File: src/rtl/led_seq_pkg.sv
// Shared encodings and pattern helpers for the LED pattern sequencer.
package led_seq_pkg;

  // Widest LED bank the pattern helpers can produce; callers size-cast down.
  localparam int unsigned MAX_W = 64;

  typedef enum logic [1:0] {
    ST_ALL_ON = 2'd0,
    ST_FLASH  = 2'd1,
    ST_SHIFT  = 2'd2,
    ST_EXPAND = 2'd3
  } state_e;

  localparam logic [MAX_W-1:0] BIT_ONE = MAX_W'(1);

  // Alternating bits with the top bit of a width-bit bank set (even width).
  function automatic logic [MAX_W-1:0] alt_pattern(input int unsigned width);
    logic [MAX_W-1:0] r;
    r = '0;
    for (int unsigned i = 0; i < MAX_W; i++) begin
      if (i < width && (i % 2) == 1) r = r | (BIT_ONE << i);
    end
    return r;
  endfunction

  // Only the two middle bits of a width-bit bank set.
  function automatic logic [MAX_W-1:0] centre_pattern(input int unsigned width);
    logic [MAX_W-1:0] r;
    r = (BIT_ONE << (width / 2)) | (BIT_ONE << (width / 2 - 1));
    return r;
  endfunction

endpackage

File: src/rtl/led_pattern_seq_if.sv
// Control and observation bundle for the LED pattern sequencer.
interface led_pattern_seq_if #(
  parameter int unsigned WIDTH = 16
);
  logic             en;
  logic             dir;
  logic             step;
  logic [WIDTH-1:0] led;
  logic [1:0]       state;
  logic             tick;

  modport master (
    output en, dir, step,
    input  led, state, tick
  );

  modport slave (
    input  en, dir, step,
    output led, state, tick
  );
endinterface

File: src/rtl/tick_gen.sv
// Free-running prescaler producing a one-cycle tick every 2^DIV_W clocks.
module tick_gen #(
  parameter int unsigned DIV_W = 25
) (
  input  logic clk,
  input  logic rst,
  output logic tick
);

  logic [DIV_W-1:0] cnt_q;

  // Wrapping up-counter; never gated so the tick cadence is independent of use.
  always_ff @(posedge clk or posedge rst) begin
    if (rst) cnt_q <= '0;
    else     cnt_q <= cnt_q + DIV_W'(1);
  end

  assign tick = (cnt_q == '1);

endmodule

File: src/rtl/led_pattern_seq.sv
// LED pattern sequencer: all-on, flash, shift, expand/contract, looping to flash.
module led_pattern_seq
  import led_seq_pkg::*;
#(
  parameter int unsigned WIDTH       = 16,
  parameter int unsigned DIV_W       = 25,
  parameter int unsigned FLASH_STEPS = 1
) (
  input logic              clk,
  input logic              rst,
  led_pattern_seq_if.slave bus
);

  localparam int unsigned HALF = WIDTH / 2;
  localparam int unsigned CW   = $clog2(FLASH_STEPS + 1);

  localparam logic [WIDTH-1:0] ALT      = WIDTH'(alt_pattern(WIDTH));
  localparam logic [WIDTH-1:0] CENTRE   = WIDTH'(centre_pattern(WIDTH));
  localparam logic [CW-1:0]    CNT_LAST = CW'(FLASH_STEPS - 1);
  localparam logic [HALF-1:0]  H_ONE    = HALF'(1);
  localparam logic [HALF-1:0]  H_MSB    = {1'b1, {(HALF - 1){1'b0}}};

  state_e           state_q, state_d;
  logic [WIDTH-1:0] led_q, led_d;
  logic [CW-1:0]    cnt_q, cnt_d;
  logic [HALF-1:0]  upper, lower;
  logic             tick;
  logic             advance;

  tick_gen #(
    .DIV_W(DIV_W)
  ) u_tick_gen (
    .clk (clk),
    .rst (rst),
    .tick(tick)
  );

  // step only counts while the sequencer is not free-running.
  assign advance = (bus.en && tick) || (!bus.en && bus.step);
  assign upper   = led_q[WIDTH-1:HALF];
  assign lower   = led_q[HALF-1:0];

  // Next pattern/state; everything holds unless an advance happens this cycle.
  always_comb begin
    state_d = state_q;
    led_d   = led_q;
    cnt_d   = cnt_q;
    if (advance) begin
      unique case (state_q)
        ST_ALL_ON: begin
          state_d = ST_FLASH;
          led_d   = ALT;
          cnt_d   = '0;
        end
        ST_FLASH: begin
          if (cnt_q == CNT_LAST) begin
            state_d = ST_SHIFT;
          end else begin
            led_d = ~led_q;
            cnt_d = cnt_q + CW'(1);
          end
        end
        ST_SHIFT: begin
          if (led_q == '0) begin
            state_d = ST_EXPAND;
            led_d   = CENTRE;
          end else if (!bus.dir) begin
            led_d = led_q >> 1;
          end else begin
            led_d = led_q << 1;
          end
        end
        ST_EXPAND: begin
          // Contracting always drains to zero, so this exit cannot be missed.
          if (led_q == '1 || led_q == '0) begin
            state_d = ST_FLASH;
            led_d   = ALT;
            cnt_d   = '0;
          end else if (!bus.dir) begin
            led_d = {(upper << 1) | H_ONE, (lower >> 1) | H_MSB};
          end else begin
            led_d = {upper >> 1, lower << 1};
          end
        end
        default: begin
          state_d = state_q;
        end
      endcase
    end
  end

  // State, pattern and flash counter registers.
  always_ff @(posedge clk or posedge rst) begin
    if (rst) begin
      state_q <= ST_ALL_ON;
      led_q   <= '1;
      cnt_q   <= '0;
    end else begin
      state_q <= state_d;
      led_q   <= led_d;
      cnt_q   <= cnt_d;
    end
  end

  assign bus.led   = led_q;
  assign bus.state = state_q;
  assign bus.tick  = tick;

endmodule

File: src/flat_wrapper.sv
// flat-port wrapper written by rule: the top's interface ports become plain ports
module led_pattern_seq_flat import led_seq_pkg::*;
#(
  parameter int unsigned WIDTH       = 16,
  parameter int unsigned DIV_W       = 25,
  parameter int unsigned FLASH_STEPS = 1
)
  (clk, rst, bus_en, bus_dir, bus_step, bus_led, bus_state, bus_tick);
  led_pattern_seq_if #(.WIDTH(WIDTH)) bus_i ();
  input logic clk;
  input logic rst;
  input wire logic [$bits(bus_i.en)-1:0] bus_en;
  input wire logic [$bits(bus_i.dir)-1:0] bus_dir;
  input wire logic [$bits(bus_i.step)-1:0] bus_step;
  output wire logic [$bits(bus_i.led)-1:0] bus_led;
  output wire logic [$bits(bus_i.state)-1:0] bus_state;
  output wire logic [$bits(bus_i.tick)-1:0] bus_tick;
  assign bus_i.en = bus_en;
  assign bus_i.dir = bus_dir;
  assign bus_i.step = bus_step;
  assign bus_led = bus_i.led;
  assign bus_state = bus_i.state;
  assign bus_tick = bus_i.tick;
  led_pattern_seq #(.WIDTH(WIDTH), .DIV_W(DIV_W), .FLASH_STEPS(FLASH_STEPS)) u_core (.clk(clk), .rst(rst), .bus(bus_i));
endmodule
File: config.mk
export PLATFORM = sky130hd
export DESIGN_NAME = led_pattern_seq_flat
export DESIGN_NICKNAME = d
export VERILOG_FILES = /design/src/rtl/led_seq_pkg.sv /design/src/rtl/led_pattern_seq_if.sv /design/src/rtl/tick_gen.sv /design/src/rtl/led_pattern_seq.sv /design/src/flat_wrapper.sv
export SDC_FILE = /design/constraint.sdc
export NUM_CORES = 1
export LEC_CHECK = 0
export ABC_AREA = 1
export CAP_MARGIN = 0
export CORE_UTILIZATION = 25
export DETAILED_ROUTE_END_ITERATION = 16
export DONT_BUFFER_PORTS = 1
export GPL_TIMING_DRIVEN = 1
export PLACE_DENSITY = 0.44
export SYNTH_ARGS = -nofsm -noshare
export SYNTH_HDL_FRONTEND = slang
export SYNTH_HIERARCHICAL = 1
export SYNTH_SLANG_ARGS = --single-unit
File: constraint.sdc
create_clock -name clk -period 5.5 [get_ports clk]
set_input_delay 0.825 -clock clk [delete_from_list [all_inputs] [get_ports clk]]
set_output_delay 0.825 -clock clk [all_outputs]
set_load 0.03 [all_outputs]
==> results of run 1 <==
==> per-stage QoR <==
step | area, um2 | util | hold WS, ns | setup WS (ns) | instances
global placement | 2990 | 0.272 | 0.452 | 2.96 | 514
CTS | 3140 | 0.286 | 0.472 | 2.84 | 522
finish | 3140 | 0.286 | 0.470 | 2.87 | 522
detailed placement | 2990 | 0.272 | 0.463 | 2.91 | 514
floorplan | 2860 | - | 0.438 | 3.23 | 382
global route | 3140 | 0.286 | 0.491 | 2.72 | 522
==> power groups by stage <==
stage	Sequential [mW]	Clock [mW]	Combinational, mW
detailed placement	0.687	0	0.407
global placement	0.687	0	0.404
finish	0.676	0.315	0.408
floorplan	0.627	0	0.343
global route	0.697	0.341	0.470
CTS	0.683	0.332	0.409
==> final cells by class <==
cell class	count	share of cell area
Multi-Input combinational cell	290	0.497
Sequential cell	43	0.349
Tap cell	140	0.0558
Clock buffer	8	0.0498
Inverter	41	0.0490
==> flip-flops by register name, indices dropped and copies added (netlist names) <==
name,cells
u_core/bus.state,2
u_core/u_tick_gen/cnt_q,25
u_core/bus.led,16
==> synthesized netlist by cell type, drive strengths merged <==
cell / count
nand2: 136
nor2: 51
inv: 41
dfrtp: 27
o21ai: 25
nand3: 24
dfstp: 16
xor2: 10
nand4: 8
a21oi: 7
buf: 6
ha: 6
nand3b: 6
or2: 6
xnor2: 5
clkbuf: 2
o21bai: 2
a31oi: 1
and2: 1
nor2b: 1
o22ai: 1
==> kinds of logic after synthesis <==
logic type,Yosys count,synth area share
simple gates,233,0.405
buf+inv,49,0.0713
flops,43,0.383
compound gates,36,0.0656
xor+xnor,15,0.0486
fa+ha+maj,6,0.0262
==> layer usage <==
layer,GRT usage,vias to the layer above
li1,-,1197
met1,0.156,1119
met2,0.218,40
met3,0.0359,7
met4,0.0396,0
met5,0,-
==> worst paths after layout <==
kind                                       startpoint                          to  slack [ns]  cells after the start
max                        u_core/u_tick_gen/cnt_q[0]                    bus_tick        2.87                      7
min                        u_core/u_tick_gen/cnt_q[0]  u_core/u_tick_gen/cnt_q[0]        0.47                      1
max reg2reg                u_core/u_tick_gen/cnt_q[0]           u_core/bus.led[3]        2.93                     16
min reg2reg                u_core/u_tick_gen/cnt_q[0]  u_core/u_tick_gen/cnt_q[0]        0.47                      1
max in group asynchronous                         rst  u_core/u_tick_gen/cnt_q[8]        4.24                      1
min in group asynchronous                         rst         u_core/bus.state[1]        0.54                      1
==> cells in the final DEF (no fill, tap or decap), types with 2 or more instances in the layout <==
cell type / count
nor2_2: 7
nor2_1: 35
nand2_2: 7
clkbuf_8: 2
xnor2_1: 5
nand4_1: 8
a21oi_1: 7
xor2_1: 9
nand2_4: 5
dfrtp_1: 27
nand3b_1: 6
nor2_4: 8
nand3_2: 6
or2_1: 3
nand3_1: 17
o21ai_0: 14
nand2_1: 124
dfstp_2: 16
clkbuf_16: 5
or2_2: 3
o21bai_1: 2
o21ai_1: 11
inv_2: 4
inv_1: 37
ha_1: 6
==> reports/metrics.cfg, run 1 <==
[routing]
vias=2363
dr.pass1.iters=5
wirelength_um=7000
top_layer=met4
route.detailed.drc=0
met2_length_um=3400
wl_per_cell_um=13.4
ant_nets=0
drt-met1-wl_um=3120
drt_iter0_drc=147
wl_met3_um=401
vias_per_cell=4.53

[floorplan]
fp.dieH_um=109
dieArea_um2=11900
start_util=0.260
die_x_um=109
rows=38
core_um2=11000
io_pins=24

[grt]
antenna_found_initial=0
grt_remaining_overflow=0
grt_pass1_wl_um=11500
first_global_vias=2309
grt_usage=0.128
grt_max_degree=26

[placement]
gp_congestion=0.768
io_buffers=0
hpwl_um=5170

[worst_setup_path]
cpMaxStageDelayCell=nor2_2
crit_path_max_incr_delay_ns=0.37
startpoint_type=flop
crit_arrival_ns=1.81
crit_required_ns=4.68
cp_max_fo=4
path_class=flop to output port
cp_cell_sequence=ha_1 -> nand2_2 -> nor2_4 -> nand2_4 -> nor2_8 -> nand3_2 -> nor2_2
path_delay_family=simple AND/OR/NAND/NOR gates
critPathBufInv=0
crit_path_end_kind=output port

[logic_synthesis]
yosysWarnings=6
synthesis.area_um2=2860
synth-seq-cells=43
syn-num-nets=393
synth_cells=382
avgSynthCellArea_um2=7.49
synthTopCellsByArea=dfrtp_1, nand2_1, dfstp_2
synth_cell_types=35
synth_top_area_cell=dfrtp_1
ys_seq_area_frac=0.383
synth_top_cell_area_share=0.236

[sta]
relSlewSlack=0.342
finalCritPeriodShare=0.478
fin_skew_ns=0.0103
setup_tns_ns=0
hold_viol=0
setup_violations=0
worst_pin_slew_ns=0.986
fmax_mhz=380
drv_slew=0
rsz0062_at_grt=false
period_needed_ns=2.63

[clock_network]
cts_tree=done
cts_htree_levels=2
clk_latency_ns=0.29
cts_resized=0
clk_pin_slew_ns=0.05
clockRootBuffer=clkbuf_16
cts_setup_buffers=0
cts_num_sinks=43
cts.path.max_buffers=2
hold_buffers=0
cts-buffers-inserted=5

[power_and_ir_drop]
power_mw=1.40
leakage_nw=1.48
p_switching_mw=0.626
power.density_nw_per_um2=445
power_frac_seq=0.483
max-vdd-ir-drop_mv=0.163
comb_power_share=0.291
internal_power_mw=0.773
p_sw_frac=0.447
clock_power_share=0.226

[min_path]
hold_class=flop to flop

[cells_and_area]
finalNetCount=392
multiInputGateArea_um2=1560
fillers=1191
drive_gt1_frac=0.173
area_delta_synth_final_pct=9.84
antenna_cells=0
ff_latch_area_um2=1100

[status]
status=finished, final reports clean

[job]
drv_cap=0

(Power assumes the default switching activity.)
==> run 2, diff against run 1 <==
==> constraint.sdc (replaced) <==
create_clock -name clk -period 2.6 [get_ports clk]
set_input_delay 0.39 -clock clk [delete_from_list [all_inputs] [get_ports clk]]
set_output_delay 0.39 -clock clk [all_outputs]
set_load 0.03 [all_outputs]
==> run 2 against run 1 <==
Sequential share of layout area is 0.36 points lower. Sequential power is 110% higher. Final area is 1.0% higher. Routed wire length is 0.99% lower. Setup slack worse by 2.5 ns. Clock power is 130% higher. Die area stayed put. Non-clock buffer count is 2 higher. Clock-buffer cell count is 2 lower. Total power is 120% higher. Flip-flop and latch count stayed put. Critical endpoint is now u_core/bus.led[3]. Largest cell class unchanged.
==> reports/metrics.cfg, run 2 (synthesis gave the netlist of run 1 again) <==
[clock_network]
clk_latency_ns=0.28  ; about the same
clockRootBuffer=clkbuf_16
cts_num_sinks=43  ; unchanged
hold_buffers=0  ; unchanged
cts-buffers-inserted=5  ; unchanged
cts_resized=0  ; unchanged
cts_setup_buffers=0  ; unchanged
cts_tree=done
cts.path.max_buffers=2  ; unchanged
cts_htree_levels=2  ; unchanged
clk_pin_slew_ns=0.06  ; about the same

[grt]
antenna_found_initial=0  ; unchanged
grt_max_degree=26  ; unchanged
grt_pass1_wl_um=12000  ; +3.6%
first_global_vias=2465  ; +6.8%
grt_remaining_overflow=0  ; unchanged
grt_usage=0.132  ; +0.00345

[sta]
relSlewSlack=0.503  ; +0.161
worst_pin_slew_ns=0.745  ; -0.241 ns
rsz0062_at_grt=false
setup_tns_ns=0  ; unchanged
whs_ns=0.0454  ; -0.425 ns
finalCritPeriodShare=0.875
period_needed_ns=2.27
setup_violations=0  ; unchanged
drv_slew=0  ; unchanged
hold_viol=0  ; unchanged
fmax_mhz=440
fin_skew_ns=0.00501  ; -0.00531 ns

[routing]
ant_nets=0  ; unchanged
drt_iter0_drc=64  ; -56%
vias=2325  ; -1.6%
vias_per_cell=4.44  ; -2.0%
dr.pass1.iters=4  ; -1
wirelength_um=6930  ; -0.99%
route.detailed.drc=0  ; unchanged
wl_per_cell_um=13.2  ; -1.4%

[worst_setup_path]
r2r_slack_ns=0.33  ; -2.60 ns
crit_required_ns=2.82  ; -1.86 ns
cpMaxStageDelayCell=dfrtp_1
crit_path_max_incr_delay_ns=0.37  ; about the same
critPathBufInv=2  ; +2
crit_arrival_ns=2.49  ; +0.68 ns
reg2reg_from=u_core/u_tick_gen/cnt_q[0]
cp_cell_sequence=ha_1 -> nand2_2 -> nor2_4 -> nand2_4 -> nor2_8 -> nand3_2 -> nor2_2 -> inv_1 -> nand2_1 -> o21ai_1 -> nor2_4 -> nand2_2 -> inv_2 -> nand2_1 -> nor2_1 -> nor2_1
path_class=flop to flop
startpoint_type=flop
cp_max_fo=12  ; +8
path_delay_family=simple AND/OR/NAND/NOR gates
rr_worst_depth=16  ; unchanged
r2r-end=u_core/bus.led[3]
crit_path_end_kind=flop

[cells_and_area]
finalNetCount=394  ; +0.51%
ff_latch_area_um2=1100  ; unchanged
final_cell_mix=nand2_1, inv_1, nor2_1, dfrtp_1, nand3_1
layout_commonest_cell=nand2_1
area_delta_synth_final_pct=11.0
fillers=1203  ; +1.0%
antenna_cells=0  ; unchanged
final_cells=524  ; +0.38%
drive_gt1_frac=0.180  ; +0.00691
largest_reg_flops=25  ; unchanged
multiInputGateArea_um2=1560  ; unchanged
largest_register=u_core/u_tick_gen/cnt_q

[floorplan]
dieArea_um2=11900  ; unchanged
core_um2=11000  ; unchanged
rows=38  ; unchanged
start_util=0.260  ; unchanged
io_pins=24  ; unchanged
die_x_um=109  ; unchanged
fp.dieH_um=109  ; unchanged

[status]
status=finished, final reports clean

[power_and_ir_drop]
power.density_nw_per_um2=954  ; +110%
leakage_nw=1.50  ; +1.3%
max-vdd-ir-drop_mv=0.289  ; +77%

[min_path]
hold_class=input port to async pin

[placement]
hpwl_um=5090  ; -1.5%
place_inst=516  ; +0.39%
gp_congestion=0.783  ; +1.9%
io_buffers=0  ; unchanged

[job]
drv_cap=0  ; unchanged

run 2: worst reg2reg max path: cells and delay by family (launching register included):
family	cells	cell delay, ns
simple gates	12	1.29
buf+inv	2	0.25
compound gates	1	0.10
flops	1	0.37
fa+ha+maj	1	0.20
run 2: report_power, final:
| part | total (mW) | switching (mW) | leakage (nW) | internal, mW |
|---|---|---|---|---|
| combinational | 0.853 | 0.527 | 0.887 | 0.326 |
| clock | 0.740 | 0.262 | 0.0868 | 0.478 |
| sequential | 1.44 | 0.534 | 0.527 | 0.901 |
| total | 3.03 | 1.32 | 1.50 | 1.70 |
run 2: worst max-delay path by stage:
stage	from	to	slack [ns]	cells after the start
after floorplan	u_core/u_tick_gen/cnt_q[0]	u_core/bus.led[5]	0.33	17
after global placement	u_core/u_tick_gen/cnt_q[0]	u_core/bus.led[3]	0.39	16
after detailed placement	u_core/u_tick_gen/cnt_q[0]	u_core/bus.led[3]	0.32	16
after CTS	u_core/u_tick_gen/cnt_q[0]	u_core/bus.led[3]	0.29	16
after global routing	u_core/u_tick_gen/cnt_q[0]	u_core/bus.led[3]	0.01	16
final	u_core/u_tick_gen/cnt_q[0]	u_core/bus.led[3]	0.33	16
run 2: routing by layer:
layer,global-route usage,share of wire,up-vias
met1,0.154,0.44,1067
met4,0.0541,0.019,0
li1,-,-,1200
met3,0.0371,0.069,11
met5,0,0,-
met2,0.226,0.48,47
run 2: area by class of cell:
type,count,share of cell area
clock buffer,6,0.0438
clock inverter,2,0.0110
inverter,41,0.0485
multi-input combinational,290,0.492
sequential,43,0.345
tap,140,0.0552
timing repair buffer,2,0.00473
run 2: metrics by stage:
step                      utilization  area (um2)  power, mW  worst slack, ns
after CTS                       0.289        3170       3.08            0.289
after global routing            0.289        3170       3.27           0.0111
after detailed placement        0.273        3000       2.32            0.316
final                           0.289        3170       3.03            0.325
after global placement          0.273        3000       2.31            0.389
after floorplan                     -        2860       2.05            0.328
